### src/rtl/des_decryption_iterative.sv
// ---------------------------------------------------------------------------
// des_decryption_iterative
//
// Iterative DES decryption core. A block is taken on start. The core then
// runs the 16 Feistel rounds with the keys in reverse order (K16 first). It
// evaluates ROUNDS_PER_CYCLE chained rounds per clock. At the end it applies
// IP^-1 to the swapped halves, registers the plaintext and pulses done.
//
// DES numbers bits 1..64 from the MSB. The vectors in this file are
// descending, so DES bit n of a W-bit word is vector bit [W-n].
//
// Ports
//   clk         clock, rising edge
//   rst_n       asynchronous active-low reset
//   start       request; ciphertext is valid in the same cycle
//   ciphertext  64-bit block to decrypt (bit 63 = DES bit 1)
//   round_keys  768-bit key bus: K1 in [767:720], K2 in [719:672], ...,
//               K16 in [47:0]. It is not latched and must stay stable
//               until done.
//   busy        high while rounds are in progress
//   done        single-cycle pulse; result is valid from this cycle
//   result      registered plaintext; held until the next completion
// ---------------------------------------------------------------------------
module des_decryption_iterative #(
    parameter int ROUNDS_PER_CYCLE = 1
) (
    input  logic         clk,
    input  logic         rst_n,
    input  logic         start,
    input  logic [63:0]  ciphertext,
    input  logic [767:0] round_keys,
    output logic         busy,
    output logic         done,
    output logic [63:0]  result
);

    generate
        if (!(ROUNDS_PER_CYCLE == 1 || ROUNDS_PER_CYCLE == 2 || ROUNDS_PER_CYCLE == 4)) begin : g_bad_param
            $error("des_decryption_iterative: ROUNDS_PER_CYCLE must be 1, 2 or 4");
        end
    endgenerate

    localparam logic [3:0] STEP     = 4'(ROUNDS_PER_CYCLE);
    localparam logic [3:0] LAST_CNT = 4'(16 - ROUNDS_PER_CYCLE);

    // Permutation tables. Entries are 1-based DES bit positions of the source.
    localparam int IP_TBL [64] = '{
        58, 50, 42, 34, 26, 18, 10, 2,  60, 52, 44, 36, 28, 20, 12, 4,
        62, 54, 46, 38, 30, 22, 14, 6,  64, 56, 48, 40, 32, 24, 16, 8,
        57, 49, 41, 33, 25, 17,  9, 1,  59, 51, 43, 35, 27, 19, 11, 3,
        61, 53, 45, 37, 29, 21, 13, 5,  63, 55, 47, 39, 31, 23, 15, 7
    };
    localparam int IPI_TBL [64] = '{
        40, 8, 48, 16, 56, 24, 64, 32,  39, 7, 47, 15, 55, 23, 63, 31,
        38, 6, 46, 14, 54, 22, 62, 30,  37, 5, 45, 13, 53, 21, 61, 29,
        36, 4, 44, 12, 52, 20, 60, 28,  35, 3, 43, 11, 51, 19, 59, 27,
        34, 2, 42, 10, 50, 18, 58, 26,  33, 1, 41,  9, 49, 17, 57, 25
    };
    localparam int E_TBL [48] = '{
        32,  1,  2,  3,  4,  5,   4,  5,  6,  7,  8,  9,
         8,  9, 10, 11, 12, 13,  12, 13, 14, 15, 16, 17,
        16, 17, 18, 19, 20, 21,  20, 21, 22, 23, 24, 25,
        24, 25, 26, 27, 28, 29,  28, 29, 30, 31, 32,  1
    };
    localparam int P_TBL [32] = '{
        16,  7, 20, 21, 29, 12, 28, 17,   1, 15, 23, 26,  5, 18, 31, 10,
         2,  8, 24, 14, 32, 27,  3,  9,  19, 13, 30,  6, 22, 11,  4, 25
    };

    // S-boxes. Each box is 64 nibbles, entry (row*16 + col) first from the MSB.
    localparam logic [255:0] SBOX [8] = '{
        256'hE4D12FB83A6C5907_0F74E2D1A6CB9538_41E8D62BFC973A50_FC8249175B3EA06D,
        256'hF18E6B34972DC05A_3D47F28EC01A69B5_0E7BA4D158C6932F_D8A13F42B67C05E9,
        256'hA09E63F51DC7B428_D709346A285ECBF1_D6498F30B12C5AE7_1AD069874FE3B52C,
        256'h7DE3069A1285BC4F_D8B56F03472C1AE9_A690CB7DF13E5284_3F06A1D8945BC72E,
        256'h2C417AB6853FD0E9_EB2C47D150FA3986_421BAD78F9C5630E_B8C71E2D6F09A453,
        256'hC1AF92680D34E75B_AF427C9561DE0B38_9EF528C3704A1DB6_432C95FABE17608D,
        256'h4B2EF08D3C975A61_D0B7491AE35C2F86_14BDC37EAF680592_6BD814A7950FE23C,
        256'hD2846FB1A93E50C7_1FD8A374C56B0E92_7B419CE206ADF358_21E74A8DFC90356B
    };

    function automatic logic [63:0] ip_perm(input logic [63:0] d);
        logic [63:0] o;
        o = '0;
        for (int k = 0; k < 64; k++) begin
            o[63-k] = d[64-IP_TBL[k]];
        end
        return o;
    endfunction

    function automatic logic [63:0] ip_inv_perm(input logic [63:0] d);
        logic [63:0] o;
        o = '0;
        for (int k = 0; k < 64; k++) begin
            o[63-k] = d[64-IPI_TBL[k]];
        end
        return o;
    endfunction

    // f(R, K) = P(S(E(R) ^ K))
    function automatic logic [31:0] feistel(input logic [31:0] r, input logic [47:0] key);
        logic [47:0] x;
        logic [31:0] s;
        logic [31:0] o;
        logic [5:0]  six;
        int          idx;
        x = '0;
        s = '0;
        o = '0;
        for (int k = 0; k < 48; k++) begin
            x[47-k] = r[32-E_TBL[k]];
        end
        x = x ^ key;
        for (int i = 0; i < 8; i++) begin
            six = x[47-6*i -: 6];
            // Outer bits pick the row, inner four bits pick the column.
            idx = int'({six[5], six[0], six[4:1]});
            s[31-4*i -: 4] = SBOX[i][255-4*idx -: 4];
        end
        for (int k = 0; k < 32; k++) begin
            o[31-k] = s[32-P_TBL[k]];
        end
        return o;
    endfunction

    typedef enum logic [1:0] {S_IDLE, S_ROUND, S_DONE} state_t;

    state_t      state_reg;
    logic [31:0] l_reg;
    logic [31:0] r_reg;
    logic [3:0]  round_cnt_reg;

    logic [63:0] ip_ct;
    logic [31:0] l_last;
    logic [31:0] r_last;

    assign ip_ct = ip_perm(ciphertext);

    // Combinational chain of ROUNDS_PER_CYCLE rounds. Round i takes K(16-i).
    // K(16-i) sits at round_keys[48*i +: 48], so the slice base grows with i.
    for (genvar gi = 0; gi < ROUNDS_PER_CYCLE; gi++) begin : g_round
        logic [31:0] l_in;
        logic [31:0] r_in;
        logic [31:0] l_out;
        logic [31:0] r_out;
        logic [3:0]  idx;
        logic [47:0] rkey;

        if (gi == 0) begin : g_first
            assign l_in = l_reg;
            assign r_in = r_reg;
        end else begin : g_next
            assign l_in = g_round[gi-1].l_out;
            assign r_in = g_round[gi-1].r_out;
        end

        assign idx   = round_cnt_reg + 4'(gi);
        assign rkey  = round_keys[48*int'(idx) +: 48];
        assign l_out = r_in;
        assign r_out = l_in ^ feistel(r_in, rkey);
    end

    assign l_last = g_round[ROUNDS_PER_CYCLE-1].l_out;
    assign r_last = g_round[ROUNDS_PER_CYCLE-1].r_out;

    always_ff @(posedge clk or negedge rst_n) begin
        if (!rst_n) begin
            state_reg     <= S_IDLE;
            l_reg         <= '0;
            r_reg         <= '0;
            round_cnt_reg <= '0;
            busy          <= 1'b0;
            done          <= 1'b0;
            result        <= '0;
        end else begin
            case (state_reg)
                S_IDLE: begin
                    done <= 1'b0;
                    if (start) begin
                        {l_reg, r_reg} <= ip_ct;
                        round_cnt_reg  <= '0;
                        busy           <= 1'b1;
                        state_reg      <= S_ROUND;
                    end
                end
                S_ROUND: begin
                    // start is ignored here; only the round datapath advances.
                    l_reg         <= l_last;
                    r_reg         <= r_last;
                    round_cnt_reg <= round_cnt_reg + STEP;
                    if (round_cnt_reg == LAST_CNT) begin
                        // Output is IP^-1 of the swapped halves {R16, L16}.
                        result    <= ip_inv_perm({r_last, l_last});
                        busy      <= 1'b0;
                        done      <= 1'b1;
                        state_reg <= S_DONE;
                    end
                end
                S_DONE: begin
                    done <= 1'b0;
                    if (start) begin
                        // Back-to-back accept with no idle cycle in between.
                        {l_reg, r_reg} <= ip_ct;
                        round_cnt_reg  <= '0;
                        busy           <= 1'b1;
                        state_reg      <= S_ROUND;
                    end else begin
                        state_reg <= S_IDLE;
                    end
                end
                default: begin
                    busy      <= 1'b0;
                    done      <= 1'b0;
                    state_reg <= S_IDLE;
                end
            endcase
        end
    end

endmodule

### config.mk
export PLATFORM = sky130hd
export DESIGN_NAME = des_decryption_iterative
export DESIGN_NICKNAME = d
export VERILOG_FILES = /design/src/rtl/des_decryption_iterative.sv
export SDC_FILE = /design/constraint.sdc
export NUM_CORES = 1
export LEC_CHECK = 0
export CORE_AREA = 2 2 354 356
export CTS_CLUSTER_SIZE = 40
export DETAILED_ROUTE_END_ITERATION = 7
export DIE_AREA = 0 0 356 358
export PLACE_DENSITY_LB_ADDON = 0.15
export SYNTH_ARGS = -nofsm -noshare
export SYNTH_HDL_FRONTEND = slang
export SYNTH_SLANG_ARGS = --single-unit
### constraint.sdc
create_clock -name clk -period 5 [get_ports clk]
set_clock_uncertainty 0.15 [all_clocks]
set_input_delay 1.5 -clock clk [delete_from_list [all_inputs] [get_ports clk]]
set_output_delay 1.5 -clock clk [all_outputs]
set_load 0.02 [all_outputs]
==> impl_metrics.env <==
export IMPL_run_status="completed"
export IMPL_cts_htree_levels=4
export IMPL_crit_slowest_cell="mux4_2"
export IMPL_setup_slack_ns=0.1311
export IMPL_max_flop_register="result"
export IMPL_drt_iter0_markers=1304
export IMPL_tritoncts_clock_tree="yes"
export IMPL_syn_to_final_growth_pct=80.26
export IMPL_cp_start_kind="input port"
export IMPL_number_of_global_route_vias_before_repair=20900
export IMPL_tritoncts_num_buffers=17
export IMPL_clkLatencyLatePin_ns=0.46
export IMPL_worstPathArrival_ns=5.05
export IMPL_seqCellArea_sq_mm=0.003417
export IMPL_fin_crit_ns=4.869
export IMPL_grt_pass1_wl_microns=180000
export IMPL_crit_chain="clkdlybuf4s50_1, mux4_2, a22oi_1, buf_4, nand2_2, xor2_1, buf_4, nand2_1, o2111a_1, a2111oi_1, a311oi_2, buf_4, xnor2_1, mux2_2"
export IMPL_final_max_slew_viol_count=0
export IMPL_drt_antenna_violating_nets=0
export IMPL_clock_sinks=136
export IMPL_fmax_mhz=205.4
export IMPL_syn_nets=2587
export IMPL_multi_input_logic_area_sq_mm=0.01306
export IMPL_hpwl_microns=118900
export IMPL_synthCells=1705
export IMPL_path_common_cell="buf_4"
export IMPL_asyncSetResetFlopFracSynth_pct=100.0
export IMPL_dominantRegCellSynth="dfrtp_1"
export IMPL_hold_ws_ns=0.3246
export IMPL_worst_slew_pin_slew_ns=0.9347
export IMPL_drt_drc_violations_left=0
export IMPL_relSlewSlack_pct=37.60
export IMPL_antenna_found_initial=57
export IMPL_global_route_overflow_total=0
export IMPL_die_width_microns=356
export IMPL_final_cell_mix="clkdlybuf4s50_1 (899), buf_4 (344), nand2_1 (252)"
export IMPL_grt_util_all_layers_pct=20.53
export IMPL_final_cell_count_no_fill=4498
export IMPL_worst_r2r_setup_slack_ns=0.48
export IMPL_ctsHoldBuffers=0
export IMPL_synth_yosys_seq_area_share_pct=19.61
export IMPL_period_share_pct=97.38
export IMPL_via_count=19934
export IMPL_netlist_top_cells_area="mux4_2 (25%), dfrtp_1 (20%), nand2_1 (5.5%)"
export IMPL_chipHeight_microns=358
export IMPL_cp_buffers_inverters=4
export IMPL_route_detailed_wl_per_inst_microns=30.06
export IMPL_synth_area_leader_cell="mux4_2"
export IMPL_cp_slowest_stage_delay_ns=0.57
export IMPL_std_cell_rows=129
export IMPL_worst_path_maximum_fanout=12
export IMPL_synth_enable_flop_cells=0
export IMPL_ff2ff_path_depth=16
export IMPL_io_buffers=900
export IMPL_synth_cell_area_sq_mm=0.01736
export IMPL_core_region_area_sq_mm=0.1233
export IMPL_hold_violation_count_in_the_final_report=0
export IMPL_grt_max_degree=85
export IMPL_whs_path_depth=2
export IMPL_end_kind="flop"
export IMPL_layout_cells_most_common="clkdlybuf4s50_1"
export IMPL_hold_class="reg -> reg"
export IMPL_fillerInstances=13191
export IMPL_yosys_warnings=0
export IMPL_synth_seq_cells=136
export IMPL_critical_path_top_delay_family="buffers and inverters"
export IMPL_pin_count=901
export IMPL_drt_pass1_iter_count=5
export IMPL_worstPathRequired_ns=5.19
export IMPL_clkSlewWorstSetupHoldPaths_ns=0.06
export IMPL_placedCellCount=4454
export IMPL_layout_nets=3720
export IMPL_cts_root_buffer="clkbuf_16"
export IMPL_path_depth=14
export IMPL_post_place_ws_ns=-0.7348
export IMPL_timing_final_setup_violations=0
export IMPL_route_detailed_vias_per_inst=4.432
export IMPL_netlist_cell_type_count=94
export IMPL_floorplan_die_area_sq_mm=0.1274
export IMPL_rsz0062_at_grt="no"
export IMPL_clockBufferDepth=2
export IMPL_layout_drive_gt1_share_pct=25.78
export IMPL_detail_route_wirelength_microns=135200
export IMPL_cap_violations=0
export IMPL_effective_utilization_at_floorplan_pct=14.08
export IMPL_largest_register_ff_count=64
export IMPL_netlist_area_leader_share_pct=25.43
export IMPL_synthesis_area_per_instance_sq_um=10.18
export IMPL_path_class="in -> reg"
export IMPL_gp_congestion=0.9040
synthesized netlist by cell type, types with 9 or more instances:
cell type	instances
o22ai_1	17
a21o_1	23
nand2b_1	11
buf_1	17
mux2i_1	70
buf_4	10
o31ai_1	9
a22oi_1	55
buf_12	10
nand3_1	34
o21ai_0	88
inv_1	23
xnor2_2	11
xor2_2	9
clkbuf_1	43
nor3_1	26
a21oi_1	74
ha_1	47
nand2_1	253
o221ai_1	10
a22o_1	17
nor2_1	80
and3_1	16
mux4_1	13
buf_2	49
o21ai_1	23
a31oi_1	15
mux4_2	196
inv_2	9
xnor2_1	44
mux2_2	17
and2_1	10
nor2b_1	9
xor2_1	27
buf_6	13
dfrtp_1	136
o211ai_1	17
a211oi_1	19
worst paths after layout:
| path | to | from |
|---|---|---|
| max | result[18] | round_keys[64] |
| min | result[23] | result[23] |
| max reg2reg | result[50] | round_cnt_reg[0] |
| min reg2reg | result[23] | result[23] |
| max in group asynchronous | result[2] | rst_n |
| min in group asynchronous | result[19] | rst_n |
tightest hold or removal path, cell delays in order (launching register included):
cell and delay [ns]:
dfrtp_1 0.34, nand2_1 0.05, nand2_1 0.05
cell type report:
class	instances	share of cell area (%)
antenna	10	0.07998
clock buffer	17	1.360
clock inverter	15	0.5359
inverter	34	0.4079
multi-input combinational	1384	41.75
sequential	136	10.92
tap	1637	6.546
timing repair buffer	1265	38.39
routing by layer:
layer / global-route usage [%] / vias to the layer above / wire, microns / part of all wire (%)
met5: 0 / - / 80 / 0.059
met4: 2.371 / 12 / 1806 / 1.3
met3: 2.957 / 100 / 7086 / 5.2
met2: 37.35 / 818 / 69280 / 51
met1: 26.26 / 10098 / 56960 / 42
li1: - / 8906 / - / -
per-stage QoR:
step | cell area, sq um | setup TNS [ns] | util [%]
global route | 31270 | 0 | 25.36
detailed placement | 30500 | -18.79 | 24.73
global placement | 30500 | -18.16 | 24.73
CTS | 31120 | 0 | 25.23
floorplan | 17360 | 0 | -
finish | 31290 | 0 | 25.37
logic make-up (layout without fill, tap and decap cells):
family,after synthesis,in the layout,share of synthesized area (%)
adders and majority gates,47,47,3.388
other,0,10,0
AOI/OAI and AO/OA,469,469,19.23
DFF,136,136,19.61
xor gates and xnor gates,100,100,6.884
muxes,298,298,32.69
buffers and inverters,185,1331,6.380
and+or+nand+nor,470,470,11.82
timing repair:
action,4_1_cts,5_1_grt
endpoints found under the hold margin,0,0
endpoints found under the setup margin,6,21
setup buffers,0,2
pin swaps,0,5
resized for setup,5,30
Power is not shown: default switching activity piles up to over one toggle a cycle in this logic, so the estimate is an artifact.
